File: config.mk
export PLATFORM = sky130hd
export DESIGN_NAME = inst_encoder_flat
export DESIGN_NICKNAME = d
export VERILOG_FILES = /design/src/rtl/enc_pkg.sv /design/src/rtl/inst_encoder_if.sv /design/src/rtl/inst_fifo.sv /design/src/rtl/inst_encoder.sv /design/src/flat_wrapper.sv
export SDC_FILE = /design/constraint.sdc
export NUM_CORES = 1
export LEC_CHECK = 0
export BUFFER_PORTS_ARGS = -buffer_cell sky130_fd_sc_hd__buf_4
export CAP_MARGIN = 20
export CORE_ASPECT_RATIO = 1.5
export CORE_MARGIN = 8
export CORE_UTILIZATION = 48
export CTS_CLUSTER_DIAMETER = 150
export CTS_CLUSTER_SIZE = 12
export DETAILED_ROUTE_END_ITERATION = 8
export HOLD_SLACK_MARGIN = 0.02
export PLACE_DENSITY = 0.7
export SYNTH_ARGS = -nofsm -noshare
export SYNTH_HDL_FRONTEND = slang
export SYNTH_SLANG_ARGS = --single-unit
File: constraint.sdc
create_clock -name clk -period 3.97 [get_ports clk]
set_input_delay 0.5955 -clock clk [delete_from_list [all_inputs] [get_ports clk]]
set_output_delay 0.5955 -clock clk [all_outputs]
set_load 0.03 [all_outputs]
File: src/rtl/enc_pkg.sv
// Shared RV32I encoding definitions: command classes, opcodes, immediate ranges
// and per-format encode/legality functions used by the instruction injector.
package enc_pkg;

  typedef enum logic [3:0] {
    OP_R      = 4'd0,
    OP_I      = 4'd1,
    OP_LOAD   = 4'd2,
    OP_STORE  = 4'd3,
    OP_BRANCH = 4'd4,
    OP_JAL    = 4'd5,
    OP_JALR   = 4'd6,
    OP_LUI    = 4'd7,
    OP_AUIPC  = 4'd8,
    OP_LI     = 4'd9,
    OP_NOP    = 4'd10,
    OP_ECALL  = 4'd11
  } cmd_op_e;

  typedef enum logic {ST_IDLE, ST_EXPAND} enc_state_e;

  typedef struct packed {
    logic        ok;
    logic [31:0] word;
  } enc_t;

  localparam logic [6:0] OPC_OP     = 7'b0110011;
  localparam logic [6:0] OPC_OP_IMM = 7'b0010011;
  localparam logic [6:0] OPC_LOAD   = 7'b0000011;
  localparam logic [6:0] OPC_STORE  = 7'b0100011;
  localparam logic [6:0] OPC_BRANCH = 7'b1100011;
  localparam logic [6:0] OPC_JAL    = 7'b1101111;
  localparam logic [6:0] OPC_JALR   = 7'b1100111;
  localparam logic [6:0] OPC_LUI    = 7'b0110111;
  localparam logic [6:0] OPC_AUIPC  = 7'b0010111;

  localparam logic [31:0] NOP_WORD   = 32'h0000_0013;
  localparam logic [31:0] ECALL_WORD = 32'h0000_0073;

  localparam int IMM12_MIN = -2048;
  localparam int IMM12_MAX = 2047;
  localparam int IMMB_MIN  = -4096;
  localparam int IMMB_MAX  = 4094;
  localparam int IMMJ_MIN  = -1048576;
  localparam int IMMJ_MAX  = 1048574;

  function automatic logic in_range(input logic [31:0] imm, input int lo, input int hi);
    return ($signed(imm) >= lo) && ($signed(imm) <= hi);
  endfunction

  function automatic enc_t enc_r(input logic [4:0] rd, rs1, rs2, input logic [2:0] f3,
                                 input logic alt);
    enc_t r;
    r.ok   = 1'b1;
    r.word = {1'b0, alt, 5'b0, rs2, rs1, f3, rd, OPC_OP};
    return r;
  endfunction

  // Shift-immediates carry shamt plus funct7; everything else is a plain 12-bit I immediate.
  function automatic enc_t enc_i(input logic [6:0] opc, input logic [4:0] rd, rs1,
                                 input logic [2:0] f3, input logic alt, input logic [31:0] imm);
    enc_t r;
    if (opc == OPC_OP_IMM && (f3 == 3'b001 || f3 == 3'b101)) begin
      r.ok   = (imm[31:5] == '0);
      r.word = {1'b0, alt, 5'b0, imm[4:0], rs1, f3, rd, opc};
    end else begin
      r.ok   = in_range(imm, IMM12_MIN, IMM12_MAX);
      r.word = {imm[11:0], rs1, f3, rd, opc};
    end
    return r;
  endfunction

  function automatic enc_t enc_s(input logic [4:0] rs1, rs2, input logic [2:0] f3,
                                 input logic [31:0] imm);
    enc_t r;
    r.ok   = in_range(imm, IMM12_MIN, IMM12_MAX);
    r.word = {imm[11:5], rs2, rs1, f3, imm[4:0], OPC_STORE};
    return r;
  endfunction

  function automatic enc_t enc_b(input logic [4:0] rs1, rs2, input logic [2:0] f3,
                                 input logic [31:0] imm);
    enc_t r;
    r.ok   = in_range(imm, IMMB_MIN, IMMB_MAX) && !imm[0] &&
             (f3 != 3'b010) && (f3 != 3'b011);
    r.word = {imm[12], imm[10:5], rs2, rs1, f3, imm[4:1], imm[11], OPC_BRANCH};
    return r;
  endfunction

  function automatic enc_t enc_j(input logic [4:0] rd, input logic [31:0] imm);
    enc_t r;
    r.ok   = in_range(imm, IMMJ_MIN, IMMJ_MAX) && !imm[0];
    r.word = {imm[20], imm[10:1], imm[11], imm[19:12], rd, OPC_JAL};
    return r;
  endfunction

  function automatic enc_t enc_u(input logic [6:0] opc, input logic [4:0] rd,
                                 input logic [19:0] imm_hi);
    enc_t r;
    r.ok   = 1'b1;
    r.word = {imm_hi, rd, opc};
    return r;
  endfunction

endpackage

File: src/rtl/inst_encoder_if.sv
// Command and instruction-stream bundle between a micro-op producer and inst_encoder.
interface inst_encoder_if #(
  parameter int unsigned INST_WIDTH = 32,
  parameter int unsigned FIFO_DEPTH = 4
);
  logic                          cmd_valid;
  logic                          cmd_ready;
  logic [3:0]                    cmd_op;
  logic [4:0]                    cmd_rd;
  logic [4:0]                    cmd_rs1;
  logic [4:0]                    cmd_rs2;
  logic [2:0]                    cmd_funct3;
  logic                          cmd_alt;
  logic [31:0]                   cmd_imm;
  logic [INST_WIDTH-1:0]         inst_out;
  logic                          inst_valid;
  logic                          inst_ready;
  logic                          illegal;
  logic                          busy;
  logic [$clog2(FIFO_DEPTH):0]   fifo_count;

  modport master (
    output cmd_valid, cmd_op, cmd_rd, cmd_rs1, cmd_rs2, cmd_funct3, cmd_alt, cmd_imm,
    input  cmd_ready,
    input  inst_out, inst_valid,
    output inst_ready,
    input  illegal, busy, fifo_count
  );

  modport slave (
    input  cmd_valid, cmd_op, cmd_rd, cmd_rs1, cmd_rs2, cmd_funct3, cmd_alt, cmd_imm,
    output cmd_ready,
    output inst_out, inst_valid,
    input  inst_ready,
    output illegal, busy, fifo_count
  );
endinterface

File: src/rtl/inst_fifo.sv
// Power-of-two instruction queue; head reads 0 while empty, pointers wrap naturally.
module inst_fifo #(
  parameter int unsigned DEPTH = 4,
  parameter int unsigned WIDTH = 32
) (
  input  logic                     clk,
  input  logic                     rst,
  input  logic                     push,
  input  logic [WIDTH-1:0]         push_data,
  input  logic                     pop,
  output logic [WIDTH-1:0]         head,
  output logic [$clog2(DEPTH):0]   count,
  output logic                     full,
  output logic                     empty
);
  localparam int unsigned AW = $clog2(DEPTH);

  logic [WIDTH-1:0] mem [DEPTH];
  logic [AW-1:0]    wr_ptr;
  logic [AW-1:0]    rd_ptr;
  logic             do_push;
  logic             do_pop;

  assign full    = (count == (AW+1)'(DEPTH));
  assign empty   = (count == '0);
  assign do_push = push && !full;
  assign do_pop  = pop && !empty;
  assign head    = empty ? '0 : mem[rd_ptr];

  always_ff @(posedge clk or posedge rst) begin
    if (rst) begin
      wr_ptr <= '0;
      rd_ptr <= '0;
      count  <= '0;
    end else begin
      if (do_push) wr_ptr <= wr_ptr + 1'b1;
      if (do_pop)  rd_ptr <= rd_ptr + 1'b1;
      if (do_push && !do_pop)      count <= count + 1'b1;
      else if (do_pop && !do_push) count <= count - 1'b1;
    end
  end

  always_ff @(posedge clk) begin
    if (do_push) mem[wr_ptr] <= push_data;
  end
endmodule

File: src/rtl/inst_encoder.sv
// Encodes micro-op commands into RV32I words and queues them; LI may expand to LUI+ADDI,
// with the ADDI held in a pending register until the queue has room.
module inst_encoder
  import enc_pkg::*;
#(
  parameter int unsigned INST_WIDTH = 32,
  parameter int unsigned FIFO_DEPTH = 4
) (
  input  logic         clk,
  input  logic         rst,
  inst_encoder_if.slave bus
);
  enc_state_e             state, state_nxt;
  cmd_op_e                op;
  enc_t                   enc;
  logic [31:0]            second_word;
  logic [31:0]            pend_word;
  logic                   need_two;
  logic                   accept;
  logic                   push;
  logic [INST_WIDTH-1:0]  push_data;
  logic                   full;
  logic                   empty;
  logic                   illegal_q;
  logic [19:0]            li_hi;

  assign op     = cmd_op_e'(bus.cmd_op);
  assign accept = bus.cmd_valid && bus.cmd_ready;

  // (imm + 0x800) >> 12 reduces to rounding the upper 20 bits by imm[11].
  assign li_hi = bus.cmd_imm[31:12] + {19'b0, bus.cmd_imm[11]};

  always_comb begin
    enc         = '0;
    second_word = '0;
    need_two    = 1'b0;
    case (op)
      OP_R:      enc = enc_r(bus.cmd_rd, bus.cmd_rs1, bus.cmd_rs2, bus.cmd_funct3, bus.cmd_alt);
      OP_I:      enc = enc_i(OPC_OP_IMM, bus.cmd_rd, bus.cmd_rs1, bus.cmd_funct3, bus.cmd_alt,
                             bus.cmd_imm);
      OP_LOAD:   enc = enc_i(OPC_LOAD, bus.cmd_rd, bus.cmd_rs1, bus.cmd_funct3, 1'b0, bus.cmd_imm);
      OP_JALR:   enc = enc_i(OPC_JALR, bus.cmd_rd, bus.cmd_rs1, bus.cmd_funct3, 1'b0, bus.cmd_imm);
      OP_STORE:  enc = enc_s(bus.cmd_rs1, bus.cmd_rs2, bus.cmd_funct3, bus.cmd_imm);
      OP_BRANCH: enc = enc_b(bus.cmd_rs1, bus.cmd_rs2, bus.cmd_funct3, bus.cmd_imm);
      OP_JAL:    enc = enc_j(bus.cmd_rd, bus.cmd_imm);
      OP_LUI:    enc = enc_u(OPC_LUI, bus.cmd_rd, bus.cmd_imm[31:12]);
      OP_AUIPC:  enc = enc_u(OPC_AUIPC, bus.cmd_rd, bus.cmd_imm[31:12]);
      OP_NOP:    enc = '{ok: 1'b1, word: NOP_WORD};
      OP_ECALL:  enc = '{ok: 1'b1, word: ECALL_WORD};
      OP_LI: begin
        if (in_range(bus.cmd_imm, IMM12_MIN, IMM12_MAX)) begin
          enc = enc_i(OPC_OP_IMM, bus.cmd_rd, 5'd0, 3'b000, 1'b0, bus.cmd_imm);
        end else begin
          enc         = enc_u(OPC_LUI, bus.cmd_rd, li_hi);
          need_two    = (bus.cmd_imm[11:0] != '0);
          second_word = {bus.cmd_imm[11:0], bus.cmd_rd, 3'b000, bus.cmd_rd, OPC_OP_IMM};
        end
      end
      default:   enc = '0;
    endcase
  end

  always_comb begin
    state_nxt = state;
    push      = 1'b0;
    push_data = enc.word;
    case (state)
      ST_IDLE: begin
        if (accept && enc.ok) begin
          push = 1'b1;
          if (need_two) state_nxt = ST_EXPAND;
        end
      end
      ST_EXPAND: begin
        push_data = pend_word;
        if (!full) begin
          push      = 1'b1;
          state_nxt = ST_IDLE;
        end
      end
      default: state_nxt = ST_IDLE;
    endcase
  end

  always_ff @(posedge clk or posedge rst) begin
    if (rst) begin
      state     <= ST_IDLE;
      pend_word <= '0;
      illegal_q <= 1'b0;
    end else begin
      state     <= state_nxt;
      illegal_q <= accept && !enc.ok;
      if (accept && enc.ok && need_two) pend_word <= second_word;
    end
  end

  inst_fifo #(.DEPTH(FIFO_DEPTH), .WIDTH(INST_WIDTH)) u_fifo (
    .clk       (clk),
    .rst       (rst),
    .push      (push),
    .push_data (push_data),
    .pop       (bus.inst_ready),
    .head      (bus.inst_out),
    .count     (bus.fifo_count),
    .full      (full),
    .empty     (empty)
  );

  assign bus.cmd_ready  = (state == ST_IDLE) && !full;
  assign bus.inst_valid = !empty;
  assign bus.illegal    = illegal_q;
  assign bus.busy       = (state == ST_EXPAND) || !empty;
endmodule

File: src/flat_wrapper.sv
// flat-port wrapper written by rule: the top's interface ports become plain ports
module inst_encoder_flat import enc_pkg::*;
#(
  parameter int unsigned INST_WIDTH = 32,
  parameter int unsigned FIFO_DEPTH = 4
)
  (clk, rst, bus_cmd_valid, bus_cmd_op, bus_cmd_rd, bus_cmd_rs1, bus_cmd_rs2, bus_cmd_funct3, bus_cmd_alt, bus_cmd_imm, bus_cmd_ready, bus_inst_out, bus_inst_valid, bus_inst_ready, bus_illegal, bus_busy, bus_fifo_count);
  inst_encoder_if #(.INST_WIDTH(INST_WIDTH), .FIFO_DEPTH(FIFO_DEPTH)) bus_i ();
  input  logic clk;
  input  logic rst;
  input wire logic [$bits(bus_i.cmd_valid)-1:0] bus_cmd_valid;
  input wire logic [$bits(bus_i.cmd_op)-1:0] bus_cmd_op;
  input wire logic [$bits(bus_i.cmd_rd)-1:0] bus_cmd_rd;
  input wire logic [$bits(bus_i.cmd_rs1)-1:0] bus_cmd_rs1;
  input wire logic [$bits(bus_i.cmd_rs2)-1:0] bus_cmd_rs2;
  input wire logic [$bits(bus_i.cmd_funct3)-1:0] bus_cmd_funct3;
  input wire logic [$bits(bus_i.cmd_alt)-1:0] bus_cmd_alt;
  input wire logic [$bits(bus_i.cmd_imm)-1:0] bus_cmd_imm;
  output wire logic [$bits(bus_i.cmd_ready)-1:0] bus_cmd_ready;
  output wire logic [$bits(bus_i.inst_out)-1:0] bus_inst_out;
  output wire logic [$bits(bus_i.inst_valid)-1:0] bus_inst_valid;
  input wire logic [$bits(bus_i.inst_ready)-1:0] bus_inst_ready;
  output wire logic [$bits(bus_i.illegal)-1:0] bus_illegal;
  output wire logic [$bits(bus_i.busy)-1:0] bus_busy;
  output wire logic [$bits(bus_i.fifo_count)-1:0] bus_fifo_count;
  assign bus_i.cmd_valid = bus_cmd_valid;
  assign bus_i.cmd_op = bus_cmd_op;
  assign bus_i.cmd_rd = bus_cmd_rd;
  assign bus_i.cmd_rs1 = bus_cmd_rs1;
  assign bus_i.cmd_rs2 = bus_cmd_rs2;
  assign bus_i.cmd_funct3 = bus_cmd_funct3;
  assign bus_i.cmd_alt = bus_cmd_alt;
  assign bus_i.cmd_imm = bus_cmd_imm;
  assign bus_cmd_ready = bus_i.cmd_ready;
  assign bus_inst_out = bus_i.inst_out;
  assign bus_inst_valid = bus_i.inst_valid;
  assign bus_i.inst_ready = bus_inst_ready;
  assign bus_illegal = bus_i.illegal;
  assign bus_busy = bus_i.busy;
  assign bus_fifo_count = bus_i.fifo_count;
  inst_encoder #(.INST_WIDTH(INST_WIDTH), .FIFO_DEPTH(FIFO_DEPTH)) u_core (.clk(clk), .rst(rst), .bus(bus_i));
endmodule
=== Word level (Yosys, flattened, before mapping) ===
Memories as Yosys holds them, arrays and structs flattened.
Index checks and enable logic that the tools add are counted.

* Flip-flop bits (word level): 41
* Memory bits (writable): 128
* Word-level logic and storage cells: 84
* Memories: 1

{| class="wikitable"
|+ Memories
! memory !! words !! bits a word !! rd ports !! clocked after memory_dff !! wr ports !! RTL line !! text
|-
| u_core.u_fifo.mem || 4 || 32 || 1 || 0 || 1 || inst_fifo.sv:18 || <nowiki>logic [WIDTH-1:0] mem [DEPTH];</nowiki>
|}

* Add/sub/neg operators: 5
* Order comparisons: 6
* Equal/unequal tests: 16
* Mux-type cells: 20
* Bitwise gates (word level): 1
* Reductions and logical operators: 29

{| class="wikitable"
|+ Operator list
! kind !! number
|-
| $pmux W33 S12 || 1
|-
| $mux W32 || 5
|-
| $mux W33 || 1
|-
| $ge A32 B12 Y1 const B || 1
|-
| $ge A32 B13 Y1 const B || 1
|-
| $ge A32 B21 Y1 const B || 1
|-
| $le A32 B12 Y1 const B || 1
|-
| $le A32 B13 Y1 const B || 1
|-
| $le A32 B21 Y1 const B || 1
|-
| $logic_not A27 Y1 || 1
|-
| $add A20 B1 Y20 || 1
|-
| $eq A4 B3 Y1 const B || 4
|-
| $eq A4 B4 Y1 const B || 4
|-
| $logic_and A1 B1 Y1 || 16
|-
| $reduce_bool A12 Y1 || 1
|-
| $mux W1 || 9
|-
| $eq A4 B2 Y1 const B || 2
|-
| $eq A3 B3 Y1 const B || 2
|-
| $logic_not A1 Y1 || 6
|-
| $mux W3 || 2
|-
| $ne A3 B2 Y1 const B || 2
|-
| $add A2 B1 Y2 const B || 2
|-
| $eq A4 B1 Y1 const B || 1
|-
| $logic_not A4 Y1 || 1
|-
| other kinds (8) || 10
|}

=== Logic depth before layout (Yosys ltp) ===
Gate-level depths: netlist of run 1.

* Depth after elaboration: 14
* Mapped depth: 15
* Gate-level depth less buffers: 14

=== By module ===
A second synthesis of run 1 with hierarchy kept.

* Cells, all modules: 560
* Area total of the unflattened synthesis: 7751.2 um2

{| class="wikitable"
|+ By module, submodules not included
! module !! times used !! cells an instance !! area an instance (um2) !! seq. area each (um2)
|-
| inst_fifo || 1 || 240 || 5292.6 || 4018.9
|-
| inst_encoder || 1 || 320 || 2458.6 || 500.5
|}

=== Worst setup path after synthesis of run 1 ===
No wires, ideal clock.

* Kind: input-to-reg
* Start point: input bus_cmd_imm[5]
* End point: memory u_core.u_fifo.mem[0][10] (enable)
* Arrival time: 4.414 ns
* Required time: 3.504 ns
* Slack: -0.910 ns
* Cell stages on the path: 7
* Buffers on the path: 0
* Cells stage by stage: nor4_1 > nand4_1 > nor2_1 > o2111ai_1 > nor3b_1 > o31ai_1 > a211oi_1

* Cells in the longest elaborated chain, start to end: 12
* Elaborated cells between the ends (all ways): 22
* Those cells by class: order compare (6); mux (6); reduce/logical (10)

{| class="wikitable"
|+ RTL lines
! item !! RTL line !! text
|-
| start: declaration || flat_wrapper.sv:18 || <nowiki>input wire logic [$bits(bus_i.cmd_imm)-1:0] bus_cmd_imm;</nowiki>
|-
| $ge A32 B13 Y1 or $le A32 B13 Y1 (tied branches) || enc_pkg.sv:48 || <nowiki>return ($signed(imm) >= lo) && ($signed(imm) <= hi);</nowiki>
|-
| $logic_and A1 B1 Y1 || enc_pkg.sv:48 ||
|-
| $logic_and A1 B1 Y1 (2 in series) || enc_pkg.sv:84 || <nowiki>r.ok = in_range(imm, IMMB_MIN, IMMB_MAX) && !imm[0] &&</nowiki>
|-
| $logic_and A1 B1 Y1 || enc_pkg.sv:85 || <nowiki>(f3 != 3'b010) && (f3 != 3'b011);</nowiki>
|-
| $pmux W33 S12 * || inst_encoder.sv:37 || <nowiki>case (op)</nowiki>
|-
| $logic_and A1 B1 Y1 * || inst_encoder.sv:69 || <nowiki>if (accept && enc.ok) begin</nowiki>
|-
| $mux W1 * || inst_encoder.sv:69 ||
|-
| $pmux W1 S2 * || inst_encoder.sv:67 || <nowiki>case (state)</nowiki>
|-
| $logic_and A1 B1 Y1 * || inst_fifo.sv:26 || <nowiki>assign do_push = push && !full;</nowiki>
|-
| $mux W1 * || inst_fifo.sv:44 || <nowiki>if (do_push) mem[wr_ptr] <= push_data;</nowiki>
|-
| $mux W1 (implied by the code) * || inst_fifo.sv:44 ||
|-
| end: declaration || inst_fifo.sv:18 ||
|}

Every way passes the cells marked *; elsewhere a longest branch is shown, timed or not.

=== Worst setup path in the final report of run 1 ===
* Start point: input bus_cmd_op[3]
* End point: register u_core.u_fifo.count[2]

* Cells in the longest elaborated chain, start to end: 9
* Elaborated cells between the ends (all ways): 22
* Those cells by class: eq/ne (11); mux (4); reduce/logical (7)

{| class="wikitable"
|+ RTL lines
! item !! RTL line !! text
|-
| start: declaration || flat_wrapper.sv:12 || <nowiki>input wire logic [$bits(bus_i.cmd_op)-1:0] bus_cmd_op;</nowiki>
|-
| $eq A4 B4 Y1 (tied with other cells) || inst_encoder.sv:37 ||
|-
| $pmux W33 S12 * || inst_encoder.sv:37 ||
|-
| $logic_and A1 B1 Y1 * || inst_encoder.sv:69 ||
|-
| $mux W1 * || inst_encoder.sv:69 ||
|-
| $pmux W1 S2 * || inst_encoder.sv:67 ||
|-
| $logic_and A1 B1 Y1 * || inst_fifo.sv:26 ||
|-
| via u_core.u_fifo.do_push || inst_fifo.sv:21 || <nowiki>logic do_push;</nowiki>
|-
| $logic_not A1 Y1 || inst_fifo.sv:39 || <nowiki>else if (do_pop && !do_push) count <= count - 1'b1;</nowiki>
|-
| $logic_and A1 B1 Y1 || inst_fifo.sv:39 ||
|-
| $reduce_bool A2 Y1 (no source line) || -- ||
|-
| end signal: assignment || inst_fifo.sv:38 || <nowiki>if (do_push && !do_pop) count <= count + 1'b1;</nowiki>
|-
| end signal: assignment || inst_fifo.sv:39 ||
|-
| end: declaration || inst_fifo.sv:12 || <nowiki>output logic [$clog2(DEPTH):0] count,</nowiki>
|}

The timed path passes the listed nets; every way through them passes the cells marked *.
A chain may end at the register's enable or synchronous reset.

==> flow_metrics.tcl, run 1 <==
set metrics [dict create \
    required_ps 4310 \
    pwr-share-comb 0.383 \
    worstPathCellList "buf_4, nand2b_1, or3_1, o311ai_1, o31ai_1, a21oi_1, ha_1, inv_1, fa_1, xor2_1, nor2_1, xor2_1" \
    cts_resized 0 \
    die_w_um 121 \
    grt_util_all_layers 0.225 \
    ys_seq_area_frac 0.554 \
    p_int_mw 3.82 \
    htreeDepth 4 \
    rsz0062_at_grt "no" \
    clock_latency_ps 420 \
    grt_pass1_vias 6257 \
    fin_crit_ps 3150 \
    cts_tree "built" \
    io_buffers 97 \
    synth.net_count 696 \
    synthTopCellsByCount "124 x edfxtp_1, 42 x nand2_1, 32 x and2_1" \
    wl_per_cell_um 24.5 \
    drc 0 \
    vias_per_cell 6.33 \
    gp_congestion 0.980 \
    cts_buffers 17 \
    vias 5985 \
    hold_violations 0 \
    synthArstFlopShare 0.179 \
    initial_core_util 0.490 \
    synth.largest_area_cell "edfxtp_1" \
    dr.first_iter.drc_count 516 \
    syn_area_mm2 0.00793 \
    powerDensity_mw_per_mm2 629 \
    cap_violations 0 \
    power_frac_seq 0.351 \
    power_leakage_nw 3.47 \
    hold-worst-slack_ps 252 \
    antenna_found_initial 0 \
    grt_pass1_wl_um 35800 \
    wl_um 23200 \
    slowest_stage "o311ai_1" \
    post-route-util 0.596 \
    dr.pass1.iters 5 \
    hold_buffers 0 \
    ir_worst_vdd_mv 0.477 \
    layout.nets 796 \
    clock_skew_ps 10.6 \
    clockPowerShare 0.266 \
    synth-edff-count 124 \
    clk_path_buf_depth 2 \
    synth_top_area_share 0.469 \
    yosysUniqueCellTypes 68 \
    start_kind "input pin" \
    dp_hpwl_um 16900 \
    synthMostInstantiatedCell "edfxtp_1" \
    grt_max_degree 36 \
    cp_num_buf_inv 2 \
    die_y_um 173 \
    drive_gt1_frac 0.286 \
    cts.sinks 151 \
    crit_fanout 26 \
    insertedDiodeCount 0 \
    placement_rows 57 \
    path_delay_family "compound AO/OA/AOI/OAI gates" \
    path_common_cell "xor2_1" \
    crit_type "in -> reg" \
    avgSynthCellArea_um2 12.7 \
    die_area_mm2 0.0210 \
    synthFlopType "edfxtp_1" \
    switching_share 0.370 \
    worst_slew_pin_slew_ps 960 \
    ant_nets 0 \
    pin_count 98 \
    cp.arrival_ps 3490 \
    postCtsSetupRepairBufs 0 \
    core_mm2 0.0162 \
    outcome "finished clean" \
    grt_overflow 0 \
    root_buffer "clkbuf_16" \
    max_stage_delay_ps 670 \
    max_freq_ghz 0.318 \
    period_share 0.793 \
    power_switching_mw 2.25 \
    slew_violations 0 \
    path_clk_slew_ps 70 \
    syn_inst 627 \
    yosys_warnings 0 \
    synth.area.top_cells "edfxtp_1 47%, mux4_2 8.8%, dfrtp_1 8.5%" \
    synthToLayoutAreaGrowth_pct 21.7 \
    setup_viol 0 \
    ys_ff_latch 151 \
    hold_path.class "in -> async" \
    max_slew_margin 0.360 \
    worst_setup_path_end_kind "register" \
]
layout by cell type, fill, tap and decap left out, types with 7 or more instances in the layout:
master     Yosys  final
xnor2_1       12     12
a222oi_1      10     10
a21oi_1       24     24
mux2_1         7      7
nand3_1       15     15
and3_1         7      7
and2_1        32     32
nor4_1        10     10
a221oi_1       8      8
nor2b_1       14     14
nand2_1       42     42
nor2_1        31     31
clkbuf_16      0     17
mux2_2        12     12
dfrtp_1       27     26
nor3_1         7      7
buf_4          2    118
o31ai_1        7      7
edfxtp_1     124    124
o21ai_0       28     28
a22oi_1        8      8
mux4_2        31     31
inv_1         20     20
xor2_1         7      7
nand4_1       12     12
ha_1           9      9
power groups by stage:
stage,combinational [mW],clock [mW],sequential (mW)
floorplan,1.55,0,2.12
global placement,2.31,0,2.15
detailed placement,2.36,0,2.17
CTS,2.36,1.64,2.14
global route,2.49,1.70,2.16
finish,2.32,1.61,2.13
cells by family (layout without fill, tap and decap cells):
group	count (synthesis)	count (layout)	share of synthesized area
and+or+nand+nor	201	201	0.140
DFF	151	151	0.554
AOI/OAI and AO/OA	131	131	0.117
buffers and inverters	61	174	0.0312
muxes	54	54	0.120
xor gates and xnor gates	19	19	0.0210
adders and majority gates	10	10	0.0167
state kept, by name (all words and copies together) (netlist names):
name,cells
u_core.bus.illegal,1
u_core.u_fifo.count,3
u_core.u_fifo.wr_ptr,2
u_core.pend_word,18
u_core.u_fifo.mem,124
u_core.u_fifo.rd_ptr,2
u_core.state,1
final timing paths:
check,startpoint,to,slack (ps),cells past startpoint
max,bus_cmd_op[3],u_core.u_fifo.count[2]$_DFFE_PP0P_,820,12
min,rst,u_core.pend_word[28]$_DFFE_PP0P_,250,3
max reg2reg,u_core.u_fifo.count[0]$_DFFE_PP0P_,u_core.u_fifo.count[2]$_DFFE_PP0P_,1270,8
min reg2reg,u_core.pend_word[15]$_DFFE_PP0P_,u_core.pend_word[15]$_DFFE_PP0P_,490,1
max in group asynchronous,rst,u_core.u_fifo.rd_ptr[0]$_DFFE_PP0P_,3420,3
min in group clk,bus_cmd_imm[10],u_core.pend_word[30]$_DFFE_PP0P_,430,2
per-stage QoR:
stage	power, mW	instances	instance area (um2)	TNS [ps]	worst slack, ps
after floorplan	3.67	627	7930	-112870	-910
after global placement	4.46	914	9040	0	487
after detailed placement	4.53	914	9040	0	420
after CTS	6.14	946	9650	0	849
after global routing	6.35	946	9650	0	617
final	6.07	946	9650	0	821
layer usage:
metal	routed length, um	track usage
met3	1650	0.0456
met4	716	0.102
met2	11900	0.382
met5	0	0
met1	8910	0.267
final cells by class:
cell class | count | area [um2]
tap | 206 | 258
fill | 1310 | 6540
clock inverter | 15 | 185
sequential | 151 | 4400
multi-input combinational | 415 | 3340
clock buffer | 17 | 425
inverter | 20 | 75.1
timing repair buffer | 122 | 966
worst min-delay path, delay by kind of cell:
kind                   cells  cell delay, ps
buffers and inverters      3             490
(Power assumes the default switching activity.)
==> run 2, diff against run 1 <==
clock period = 2.8 ns   (was 3.97 ns; I/O delays follow)
==> flow_metrics.tcl, run 2 (synthesis gave the netlist of run 1 again) <==
set metrics [dict create \
    outcome "finished clean" \
    crit_type "reg -> out" \
    hold_violations 0 \
    max_freq_ghz 0.384 \
    cap_violations 0 \
    drive_gt1_frac 0.392 \
    dpl_cell_area_mm2 0.00994 \
    layout.nets 901 \
    grt_util_all_layers 0.233 \
    dr.first_iter.drc_count 527 \
    grtUsageMet1 0.269 \
    largest_reg_flops 124 \
    pre_cts_ws_ps -223 \
    use_met3 0.0388 \
    die_y_um 173 \
    vias_per_cell 5.97 \
    grt_overflow 0 \
    rsz0062_at_grt "no" \
    grt_pass1_wl_um 37600 \
    power_mw 8.70 \
    setup_viol 0 \
    cts_tree "built" \
    initial_core_util 0.490 \
    gp_congestion 0.973 \
    placement_rows 57 \
    setup_tns_ps 0 \
    cts.sinks 151 \
    dr.pass1.iters 5 \
    wl_um 23800 \
    root_buffer "clkbuf_16" \
    grt_use_met2 0.409 \
    synthToLayoutAreaGrowth_pct 32.5 \
    busiest_layer "met2" \
    core_mm2 0.0162 \
    clk_path_buf_depth 2 \
    largest_registers "u_core.u_fifo.mem (124), u_core.pend_word (18), u_core.u_fifo.count (3)" \
    power_leakage_nw 3.99 \
    final_cell_area_mm2 0.0105 \
    ant_nets 0 \
    period_share 0.930 \
    pin_count 98 \
    antenna_found_initial 0 \
    max_slew_margin 0.345 \
    grt_pass1_vias 6708 \
    powerDensity_mw_per_mm2 827 \
    finalWorstSetupSlack_ps 196 \
    start_kind "register" \
    hold_path.class "in -> async" \
    grt_max_degree 35 \
    vias 6275 \
    required_ps 2380 \
    ir_worst_vdd_mv 0.494 \
    htreeDepth 4 \
    n_fill_cell 1256 \
    largest-register "u_core.u_fifo.mem" \
    clock_skew_ps 13.3 \
    cts_buffers 17 \
    layout_common_cells "222 x buf_4, 124 x edfxtp_1, 42 x nand2_1" \
    io_buffers 97 \
    path_clk_slew_ps 70 \
    cp.arrival_ps 2180 \
    worst_setup_path_end_kind "primary output" \
    fin_crit_ps 2600 \
    die_area_mm2 0.0210 \
    hold_buffers 0 \
    slew_violations 0 \
    drc 0 \
    worst_slew_pin_slew_ps 980 \
    clock_latency_ps 420 \
    dp_hpwl_um 17900 \
    crit_fanout 13 \
    postCtsSetupRepairBufs 0 \
    insertedDiodeCount 0 \
    layout_commonest_cell "buf_4" \
    die_w_um 121 \
    cts_resized 0 \
    wl_per_cell_um 22.7 \
]
[run 2: cell count changes in the layout (fill, tap and decap cells not counted), moves of 2 or more]
cell	previous run	this run
a21oi_1	24	22
a21oi_2	1	3
buf_4	118	222
clkinv_8	6	2
inv_6	0	3
nor4_1	10	8
[run 2: through the flow]
step / utilization / instances / hold slack (ps)
after global routing: 0.650 / 1051 / 92.7
final: 0.650 / 1051 / 74.6
after floorplan: - / 627 / 457
after detailed placement: 0.614 / 1019 / 475
after global placement: 0.614 / 1019 / 467
after CTS: 0.650 / 1051 / 82.9
[run 2: critical path, cell delays in order, from the launching register on]
cell	delay (ps)
dfrtp_2	650
buf_4	260
mux4_2	500
and2_1	180
buf_4	170
[run 2: final cells by class]
cell class	count	area (um2)	share of cell area
multi-input combinational	415	3440	0.327
sequential	151	4400	0.418
inverter	20	75.1	0.00714
timing repair buffer	227	1770	0.168
clock buffer	17	425	0.0405
clock inverter	15	155	0.0148
tap	206	258	0.0245
[run 2: per-layer routing]
| layer | share of wire | up-vias |
|---|---|---|
| met5 | 0 | - |
| met4 | 0.038 | 0 |
| met3 | 0.051 | 51 |
| met2 | 0.53 | 241 |
| met1 | 0.38 | 3122 |
| li1 | - | 2861 |
[run 2: power by group]
group / switching (mW) / internal (mW) / total [mW]
Combinational: 1.92 / 1.55 / 3.47
Sequential: 0.211 / 2.79 / 3.00
Clock: 1.04 / 1.19 / 2.22
[run 2: worst paths after layout]
| path | cells past startpoint | to | startpoint | slack, ps |
|---|---|---|---|---|
| worst max-delay path | 4 | bus_inst_out[6] | u_core.u_fifo.rd_ptr[0]$_DFFE_PP0P_ | 200 |
| worst min-delay path | 3 | u_core.u_fifo.count[2]$_DFFE_PP0P_ | rst | 70 |
| worst max register to register | 5 | u_core.pend_word[17]$_DFFE_PP0P_ | u_core.u_fifo.count[2]$_DFFE_PP0P_ | 540 |
| worst min register to register | 1 | u_core.pend_word[15]$_DFFE_PP0P_ | u_core.pend_word[15]$_DFFE_PP0P_ | 490 |
| max in group asynchronous | 3 | u_core.pend_word[24]$_DFFE_PP0P_ | rst | 2400 |
| min in group clk | 2 | u_core.pend_word[16]$_DFFE_PP0P_ | bus_cmd_rd[1] | 270 |
==> run 3, diff against run 2 <==
SETUP_SLACK_MARGIN = 0.3   (was default)
==> flow_metrics.tcl, run 3 (synthesis gave the netlist of run 1 again) <==
set metrics [dict create \
    largest_reg_flops 124 \
    multiInputGateArea_mm2 0.00348 \
    start_kind "input pin" \
    seq_area_mm2 0.00440 \
    grt_pass1_wl_um 38900 \
    rsz0062_at_grt "yes" \
    power_mw 9.17 \
    dr.pass1.iters 5 \
    max_stage_delay_ps 320 \
    htreeDepth 4 \
    worstPathCellList "buf_4, nor4_1, nand3_1, buf_4, nor3_2, a21oi_2, o311ai_4, o31ai_4, buf_4, buf_6, a211oi_4, buf_6, clkbuf_16" \
    hold_violations 0 \
    worst_setup_path_end_kind "register" \
    cap_violations 0 \
    dp_hpwl_um 18600 \
    setup_tns_ps 0 \
    vias 6622 \
    layout.nets 918 \
    max_slew_margin 0.337 \
    dr.first_iter.drc_count 717 \
    die_w_um 121 \
    power_leakage_nw 4.22 \
    cts_tree "built" \
    clock_latency_ps 440 \
    grt_util_all_layers 0.242 \
    grt_overflow 0 \
    io_buffers 97 \
    hold_buffers 0 \
    crit_fanout 7 \
    layout_common_cells "209 x buf_4, 124 x edfxtp_1, 42 x nand2_1" \
    layout_commonest_cell "buf_4" \
    ant_nets 0 \
    clock_skew_ps 18.3 \
    pin_count 98 \
    fin_crit_ps 2640 \
    gp_congestion 0.923 \
    period_share 0.942 \
    path_clk_slew_ps 80 \
    wl_per_cell_um 25.8 \
    initial_core_util 0.490 \
    outcome "finished clean" \
    cts.sinks 151 \
    die_area_mm2 0.0210 \
    path_common_cell "buf_4" \
    worst_slew_pin_slew_ps 981 \
    largest-register "u_core.u_fifo.mem" \
    required_ps 2950 \
    core_mm2 0.0162 \
    path_delay_family "buffers and inverters" \
    drive_gt1_frac 0.413 \
    max_freq_ghz 0.379 \
    powerDensity_mw_per_mm2 828 \
    drc 0 \
    n_fill_cell 1149 \
    root_buffer "clkbuf_16" \
    post-route-util 0.684 \
    antenna_found_initial 0 \
    hold_path.class "in -> async" \
    ir_worst_vdd_mv 0.651 \
    crit_type "in -> reg" \
    wl_um 27600 \
    setup_viol 0 \
    pre_cts_ws_ps -296 \
    clk_path_buf_depth 2 \
    grt_pass1_vias 6874 \
    die_y_um 173 \
    finalWorstSetupSlack_ps 162 \
    placement_rows 57 \
    slew_violations 0 \
    vias_per_cell 6.20 \
    cp_num_buf_inv 6 \
    insertedDiodeCount 0 \
    synthToLayoutAreaGrowth_pct 39.5 \
    slowest_stage "a211oi_4" \
    cp.arrival_ps 2780 \
    grt_max_degree 35 \
    largest_registers "u_core.u_fifo.mem (124), u_core.pend_word (18), u_core.u_fifo.count (3)" \
    cts_buffers 17 \
]
==> run 3: cell types whose count changed in the layout (fill, tap and decap cells not counted), sizes merged <==
cell	before	now
inv	28	27
clkinv	4	8
clkbuf	17	26
buf	227	235
clkinvlp	3	0
==> run 3: layer usage <==
layer,vias up,global-route usage,part of all wire
met2,335,0.426,0.54
met1,3330,0.291,0.38
met3,43,0.0336,0.060
met4,0,0.0915,0.025
met5,-,0,0
li1,2914,-,-
==> run 3: worst paths after layout <==
check / startpoint / to / slack [ps] / depth (start not counted)
min in group clk: bus_cmd_rd[1] / u_core.pend_word[16]$_DFFE_PP0P_ / 240 / 2
max in group asynchronous: rst / u_core.pend_word[29]$_DFFE_PP0P_ / 2090 / 3
max: bus_cmd_imm[24] / u_core.u_fifo.mem[1][28]$_DFFE_PP_ / 160 / 13
max reg2reg: u_core.state$_DFF_PP0_ / u_core.u_fifo.mem[1][31]$_DFFE_PP_ / 650 / 4
min reg2reg: u_core.pend_word[15]$_DFFE_PP0P_ / u_core.pend_word[15]$_DFFE_PP0P_ / 490 / 1
min: rst / u_core.pend_word[17]$_DFFE_PP0P_ / 60 / 2
==> run 3: repair_timing <==
item | 4_1_cts | 5_1_grt
resized for setup | 8 | 28
setup buffers | 3 | 8
cloned | 0 | 13
endpoints found under the setup margin | 10 | 156
pin swaps | 7 | 6
==> run 3: area by class of cell <==
class | instances | area share
Timing Repair Buffer | 244 | 0.202
Tap cell | 206 | 0.0233
Clock inverter | 15 | 0.0175
Clock buffer | 17 | 0.0384
Inverter | 20 | 0.00678
Multi-Input combinational cell | 415 | 0.314
Sequential cell | 151 | 0.398
==> run 3: where the power goes <==
| group | internal, mW | switching (mW) | total (mW) |
|---|---|---|---|
| clock network | 1.22 | 1.16 | 2.38 |
| registers | 2.79 | 0.178 | 2.97 |
| logic | 1.72 | 2.10 | 3.82 |
| total | 5.73 | 3.43 | 9.17 |
==> run 3: metrics by stage <==
stage	cells	area, um2	hold slack (ps)
2_1_floorplan	627	8110	457
3_3_place_gp	1012	9910	468
3_5_place_dp	1012	9910	477
4_1_cts	1047	10600	77.6
5_1_grt	1068	11100	104
6_report	1068	11100	60.3
